## config.mk

```make
export PLATFORM = sky130hd
export DESIGN_NAME = l_shift_a
export DESIGN_NICKNAME = d
export VERILOG_FILES = /design/src/rtl/l_shift_pkg.sv /design/src/rtl/shift_step_counter.sv /design/src/rtl/l_shift_a.sv
export SDC_FILE = /design/constraint.sdc
export NUM_CORES = 1
export LEC_CHECK = 0
export BUFFER_PORTS_ARGS = -buffer_cell sky130_fd_sc_hd__buf_2
export CAP_MARGIN = 20
export CORE_MARGIN = 2
export CORE_UTILIZATION = 35
export CTS_CLUSTER_DIAMETER = 30
export CTS_CLUSTER_SIZE = 12
export DETAILED_ROUTE_END_ITERATION = 10
export PLACE_DENSITY = 0.67
export SLEW_MARGIN = 25
export SYNTH_ARGS = -nofsm -noshare
export SYNTH_HDL_FRONTEND = slang
export SYNTH_SLANG_ARGS = --single-unit
```

## constraint.sdc

```tcl
create_clock -name Clk -period 2.8 [get_ports Clk]
set_input_delay 0.56 -clock Clk [delete_from_list [all_inputs] [get_ports Clk]]
set_output_delay 0.56 -clock Clk [all_outputs]
set_load 0.02 [all_outputs]
```

## src/rtl/l_shift_pkg.sv

```systemverilog
// Shared types for the shift-and-add multiplicand register: FSM states,
// command encodings and the step-counter width helper.
package l_shift_pkg;

  typedef enum logic [1:0] {
    IDLE,
    LOADED,
    SHIFT,
    DONE
  } state_t;

  localparam logic [1:0] CMD_HOLD  = 2'd0;
  localparam logic [1:0] CMD_LOAD  = 2'd1;
  localparam logic [1:0] CMD_SHIFT = 2'd2;

  function automatic int unsigned count_w(input int unsigned data_w);
    return $clog2(data_w + 1);
  endfunction

endpackage

```

## src/rtl/shift_step_counter.sv

```systemverilog
// Saturating step counter with clear, enable and a registered pulse on the
// step that reaches MAX.
module shift_step_counter
  import l_shift_pkg::*;
#(
  parameter int unsigned MAX   = 4,
  parameter int unsigned CNT_W = count_w(MAX)
) (
  input  logic             clk,
  input  logic             reset,
  input  logic             clear,
  input  logic             enable,
  output logic [CNT_W-1:0] count,
  output logic             done
);

  localparam logic [CNT_W-1:0] LAST = CNT_W'(MAX - 1);
  localparam logic [CNT_W-1:0] TOP  = CNT_W'(MAX);

  always_ff @(posedge clk) begin
    if (reset) begin
      count <= '0;
      done  <= 1'b0;
    end else if (clear) begin
      count <= '0;
      done  <= 1'b0;
    end else if (enable && (count != TOP)) begin
      count <= count + CNT_W'(1);
      done  <= (count == LAST);
    end else begin
      done  <= 1'b0;
    end
  end

endmodule

```

## src/rtl/l_shift_a.sv

```systemverilog
// Left-shift multiplicand register with step counting and status flags.
// Define L_SHIFT_ROTATE_EN to rotate the top bit into bit 0 instead of a_sin.
module l_shift_a
  import l_shift_pkg::*;
#(
  parameter int unsigned DATA_W = 4,
  parameter int unsigned REG_W  = 8
) (
  input  logic                       Clk,
  input  logic                       reset,
  input  logic                       a_enable,
  input  logic                       a_L,
  input  logic [DATA_W-1:0]          a_data,
  input  logic                       a_sin,
  output logic [REG_W-1:0]           A_result,
  output logic                       a_msb,
  output logic                       a_zero,
  output logic                       a_ovf,
  output logic [count_w(DATA_W)-1:0] a_count,
  output logic                       a_busy,
  output logic                       a_done
);

  localparam int unsigned CNT_W = count_w(DATA_W);

  state_t             state;
  state_t             next_state;
  logic [1:0]         cmd;
  logic               shift_ok;
  logic               last_shift;
  logic               in_bit;
  logic [REG_W-1:0]   shifted;
  logic [REG_W-1:0]   loaded;

  // a_L wins over a_enable, so both high is a shift
  always_comb begin
    cmd = CMD_HOLD;
    if (a_L)
      cmd = CMD_SHIFT;
    else if (a_enable)
      cmd = CMD_LOAD;
  end

  always_comb begin
    shift_ok   = (cmd == CMD_SHIFT) && ((state == LOADED) || (state == SHIFT));
    last_shift = shift_ok && (a_count == CNT_W'(DATA_W - 1));
  end

`ifdef L_SHIFT_ROTATE_EN
  always_comb in_bit = A_result[REG_W-1];
`else
  always_comb in_bit = a_sin;
`endif

  always_comb begin
    shifted = {A_result[REG_W-2:0], in_bit};
    loaded  = REG_W'(a_data);
  end

  always_comb begin
    next_state = state;
    if (cmd == CMD_LOAD)
      next_state = LOADED;
    else if (shift_ok)
      next_state = last_shift ? DONE : SHIFT;
  end

  always_ff @(posedge Clk) begin
    if (reset)
      state <= IDLE;
    else
      state <= next_state;
  end

  always_ff @(posedge Clk) begin
    if (reset) begin
      A_result <= '0;
      a_msb    <= 1'b0;
      a_zero   <= 1'b1;
      a_ovf    <= 1'b0;
    end else if (cmd == CMD_LOAD) begin
      A_result <= loaded;
      a_msb    <= 1'b0;
      a_zero   <= (loaded == '0);
      a_ovf    <= 1'b0;
    end else if (shift_ok) begin
      A_result <= shifted;
      a_msb    <= A_result[REG_W-1];
      a_zero   <= (shifted == '0);
      a_ovf    <= a_ovf | A_result[REG_W-1];
    end
  end

  always_comb a_busy = (state == LOADED) || (state == SHIFT);

  shift_step_counter #(
    .MAX   (DATA_W),
    .CNT_W (CNT_W)
  ) u_counter (
    .clk    (Clk),
    .reset  (reset),
    .clear  (cmd == CMD_LOAD),
    .enable (shift_ok),
    .count  (a_count),
    .done   (a_done)
  );

endmodule
```

==> results of run 1 <==
[layout make-up]
class	instances	area share, %
tap	28	3.56
multi-input combinational	67	43.8
inverter	8	3.05
timing repair buffer	24	12.2
sequential	17	34.6
clock buffer	3	2.29
clock inverter	1	0.508
[critical path, stage by stage (launching register included)]
cell     delay [ps]
dfxtp_1         370
xnor2_2         520
inv_1           320
buf_2           240
[per-layer routing]
metal | share of wire (%) | vias to the layer above | wire (um) | GRT usage, %
met2 | 48 | 30 | 933 | 24.8
met4 | 2.2 | 0 | 44 | 8.97
met3 | 6.2 | 5 | 122 | 2.86
met5 | 0 | - | 0 | 0
li1 | - | 395 | - | -
met1 | 44 | 371 | 856 | 19.6
[Yosys cell counts (all sizes together) (2+ instances only)]
cell type,instances
a21oi,13
o21ai,5
ha,3
nand2,4
and2,3
inv,8
a221oi,3
nor4,3
and3b,3
clkbuf,2
dfxtp,17
buf,3
nor2,3
nand3,9
nor3,4
[power by group]
part           leakage, nW  internal (mW)  switching, mW
clock network       0.0177         0.0533         0.0838
registers            0.138          0.249        0.00695
logic                0.270         0.0239         0.0452
[metrics by stage]
step	instances	area, sq um
3_3_place_gp	144	957
2_1_floorplan	97	827
4_1_cts	148	985
5_1_grt	148	985
3_5_place_dp	144	957
6_report	148	985
[path summary, 6_finish.rpt]
path                  from           to  slack, ps  depth (start not counted)
hold / removal       a_ovf        a_ovf        450                          2
setup / recovery  state[0]       a_busy        490                          3
hold reg to reg      a_ovf        a_ovf        450                          2
setup reg to reg  state[0]  A_result[3]       1030                          4
[logic make-up (layout without fill, tap and decap cells)]
logic type	count (synthesis)	in the layout	share of synthesized area, %
simple gates	34	34	22.8
compound gates	26	26	19.1
flops	17	17	41.2
buf+inv	13	36	6.66
fa+ha+maj	4	4	5.75
mux	2	2	2.57
xor+xnor	1	1	1.97
[state kept, by name, summed over array words and instances (netlist names)]
| signal | cells |
|---|---|
| a_ovf | 1 |
| a_zero | 1 |
| A_result | 8 |
| u_counter.count | 3 |
| a_msb | 1 |
| state | 2 |
| u_counter.done | 1 |
==> impl_metrics.py, run 1 <==
metrics = {
    "final_layout": {
        "nets": 133,
        "seq_area_sq_um": 340,
        "drive_gt1_share_pct": 25.0,
        "diodes": 0,
        "multiInputGateArea_sq_um": 432,
        "layout_commonest_cell": "buf_2",
        "layout-area-overhead-vs-synth_pct": 19.1,
        "final_util_pct": 44.1,
        "nFillCells": 229,
        "layout_common_cells": "24 x buf_2, 17 x dfxtp_1, 13 x a21oi_1",
    },
    "worst_setup_path": {
        "cp_max_fo": 14,
        "cp.arrival_ps": 1750,
        "cp-start-kind": "flop",
        "worstPathRequired_ps": 2240,
        "endpoint_kind": "output pin",
        "crit_type": "flop to output pin",
    },
    "timing": {
        "min_period_ps": 2310,
        "skew_ps": 1.54,
        "tightest_slew_ps": 597,
        "finalCritPeriodShare_pct": 82.6,
        "hold_slack_ps": 452,
        "hold_violations": 0,
        "slew-limit-headroom_pct": 60.0,
        "rsz0062_at_grt": "false",
        "slew_viol_final": 0,
        "fin_ws_ps": 488,
        "finalSetupViolCount": 0,
        "finalSetupTns_ps": 0,
        "clock.fmax_ghz": 0.433,
    },
    "global_routing": {
        "grt_usage_pct": 15.6,
        "grt-ovfl-total": 0,
        "grt_pass1_wl_mm": 3.11,
        "first_global_vias": 704,
        "grt_start_max_net_pins": 22,
        "grt_antenna_before_repair": 0,
    },
    "run_status": {
        "outcome": "finished clean",
    },
    "placed_design": {
        "post-place-ws_ps": 851,
        "globalplace.congestion": 0.819,
        "placement.io_buffers": 24,
        "hpwlAfterDp_mm": 1.45,
    },
    "cts": {
        "clock_latency_ps": 300,
        "cts_hold_buf": 0,
        "post-cts-setup-buffer-count": 0,
        "post_cts_resized": 0,
        "clkTransAtPathRegs_ps": 100,
        "cts_sinks": 17,
        "cts.path.max_buffers": 2,
        "cts_made_buffers": 3,
        "root_buffer": "clkbuf_4",
        "cts_tree": "yes",
        "cts.htree.levels": 1,
    },
    "routing": {
        "drt_pass1_iterations": 4,
        "drcViolationCount": 0,
        "drt_wl_total_mm": 1.96,
        "routedWlPerCell_um": 13.2,
        "antenna_left": 0,
        "first_iter_violations": 18,
        "vias_per_cell": 5.41,
        "dr_total_vias": 801,
    },
    "floorplanning": {
        "die-area_sq_um": 2770,
        "rows": 17,
        "die_h_um": 52.6,
        "start_util_pct": 37.0,
        "coreArea_sq_um": 2230,
        "die_w_um": 52.6,
        "io_pins": 25,
    },
    "yosys": {
        "syn_nets": 109,
        "synth-seq-cells": 17,
        "ys_seq_area_share_pct": 41.1,
        "async_flop_share_pct": 0,
        "yosysWarnings": 0,
        "yosysUniqueCellTypes": 30,
        "synth.avg_cell_area_sq_um": 8.53,
        "synth-edff-count": 0,
        "netlist_top_cells_area": "dfxtp_1 41%, a21oi_1 7.9%, nand3_1 5.4%",
        "syn_inst": 97,
        "syn_area_sq_um": 827,
        "yosys.area.top_type_share_pct": 41.1,
        "synth_ff_type": "dfxtp_1",
        "yosys.area.top_type": "dfxtp_1",
    },
    "hold_path": {
        "holdCritPathClass": "flop to flop",
    },
    "power_and_ir_drop": {
        "p_leak_nw": 0.426,
        "powerDensity_nw_per_um2": 469,
        "power_mw": 0.462,
        "worst_ir_drop_vdd_uv": 309,
    },
    "job": {
        "drv_cap": 0,
    },
}
No activity file was read; power rests on OpenSTA's default activity.
==> run 2, diff against run 1 <==
clock period = 2.4 ns   (was 2.8 ns; I/O delays follow)
==> impl_metrics.py, run 2 (synthesis gave the netlist of run 1 again) <==
metrics = {
    "final_layout": {
        "final_util_pct": 44.4,
        "layout_commonest_cell": "buf_2",
        "diodes": 0,
        "largest_reg_flops": 8,
        "drive_gt1_share_pct": 25.6,
        "layout-area-overhead-vs-synth_pct": 20.0,
        "reg_top3": "A_result: 8 flops, u_counter.count: 3 flops, state: 2 flops",
        "nets": 134,
        "top_register": "A_result",
        "layout_common_cells": "24 x buf_2, 17 x dfxtp_1, 13 x a21oi_1",
    },
    "timing": {
        "fin_ws_ps": 563,
        "min_period_ps": 1840,
        "finalCritPeriodShare_pct": 76.5,
        "hold_violations": 0,
        "finalSetupViolCount": 0,
        "tightest_slew_ps": 375,
        "skew_ps": 2.63,
        "slew_viol_final": 0,
        "finalSetupTns_ps": 0,
        "slew-limit-headroom_pct": 75.0,
        "rsz0062_at_grt": "false",
        "clock.fmax_ghz": 0.544,
    },
    "global_routing": {
        "grt_pass1_wl_mm": 3.05,
        "first_global_vias": 685,
        "grt_usage_pct": 15.2,
        "grt_antenna_before_repair": 0,
        "grt_start_max_net_pins": 22,
        "grt-ovfl-total": 0,
    },
    "worst_setup_path": {
        "cp_max_fo": 11,
        "cp-start-kind": "flop",
        "reg2reg_depth": 4,
        "reg2reg_from": "state[0]",
        "worst-r2r-setup-slack_ps": 920,
        "crit_type": "flop to output pin",
        "cp.arrival_ps": 1360,
        "rr_endpoint": "u_counter.count[0]",
        "worstPathRequired_ps": 1920,
        "endpoint_kind": "output pin",
    },
    "job": {
        "drv_cap": 0,
    },
    "hold_path": {
        "hp-start": "a_ovf",
        "hold_end": "a_ovf",
        "hold_path_depth": 2,
        "holdCritPathClass": "flop to flop",
    },
    "routing": {
        "dr_total_vias": 790,
        "drt_pass1_iterations": 4,
        "drcViolationCount": 0,
        "drt_wl_total_mm": 1.92,
        "first_iter_violations": 26,
        "routedWlPerCell_um": 12.9,
        "vias_per_cell": 5.30,
        "antenna_left": 0,
    },
    "power_and_ir_drop": {
        "power_mw": 0.536,
        "worst_ir_drop_vdd_uv": 351,
        "power.switching_mw": 0.154,
        "switching_share_pct": 28.7,
        "seqPwrFrac_pct": 55.8,
        "p_leak_nw": 0.430,
        "clkPwrFrac_pct": 28.6,
        "comb_power_share_pct": 15.6,
        "powerDensity_nw_per_um2": 540,
        "cellInternalPower_mw": 0.382,
    },
    "cts": {
        "cts_sinks": 17,
        "clkTransAtPathRegs_ps": 100,
        "cts_made_buffers": 3,
        "cts_hold_buf": 0,
        "clock_latency_ps": 290,
        "cts.htree.levels": 1,
        "cts.path.max_buffers": 2,
        "cts_tree": "yes",
        "post-cts-setup-buffer-count": 0,
        "post_cts_resized": 0,
        "root_buffer": "clkbuf_4",
    },
    "run_status": {
        "outcome": "finished clean",
    },
    "floorplanning": {
        "io_pins": 25,
        "rows": 17,
        "start_util_pct": 37.0,
        "die_w_um": 52.6,
        "die_h_um": 52.6,
        "die-area_sq_um": 2770,
        "coreArea_sq_um": 2230,
    },
    "placed_design": {
        "globalplace.congestion": 0.784,
        "placement.io_buffers": 24,
        "post-place-ws_ps": 674,
        "hpwlAfterDp_mm": 1.41,
    },
}
==> run 2: changes by cell type in the layout (fill, tap and decap cells not counted), sizes merged <==
cell,before,now
buf,24,25
==> run 2: critical path, cell delays in order (launching register included) <==
cell and delay [ps]:
dfxtp_1 430, xnor2_2 100, inv_1 300, buf_2 240
==> run 2: worst max path at each step <==
stage | end | cells past startpoint | slack [ps] | startpoint
global route | a_busy | 3 | 490 | state[0]
global placement | u_counter.count[0] | 4 | 720 | a_L
CTS | a_busy | 3 | 590 | state[0]
finish | a_busy | 3 | 560 | state[0]
detailed placement | u_counter.count[0] | 4 | 670 | a_L
floorplan | u_counter.count[0] | 4 | 890 | u_counter.count[0]
==> run 2: power by group through the flow <==
stage	Sequential (mW)	Combinational [mW]	Clock [mW]
3_5_place_dp	0.305	0.0827	0
2_1_floorplan	0.312	0.0495	0
6_report	0.299	0.0838	0.153
5_1_grt	0.300	0.0920	0.175
3_3_place_gp	0.305	0.0805	0
4_1_cts	0.299	0.0829	0.159
==> run 2: routing by layer <==
layer	wire, um	GRT usage (%)
met4	36	8.12
met1	880	18.2
met2	884	23.3
met5	0	0
met3	117	6.00
==> run 2: area by class of cell <==
type,count,area [sq um]
clock buffer,3,22.5
clock inverter,1,5.00
fill,243,1240
inverter,8,30.0
multi-input combinational,67,432
sequential,17,340
tap,28,35.0
timing repair buffer,25,128
==> run 2: metrics by stage <==
stage	instances	area, sq um	hold WS [ps]
3_3_place_gp	145	965	438
5_1_grt	149	992	461
6_report	149	992	457
3_5_place_dp	145	965	445
4_1_cts	149	992	460
2_1_floorplan	97	827	513
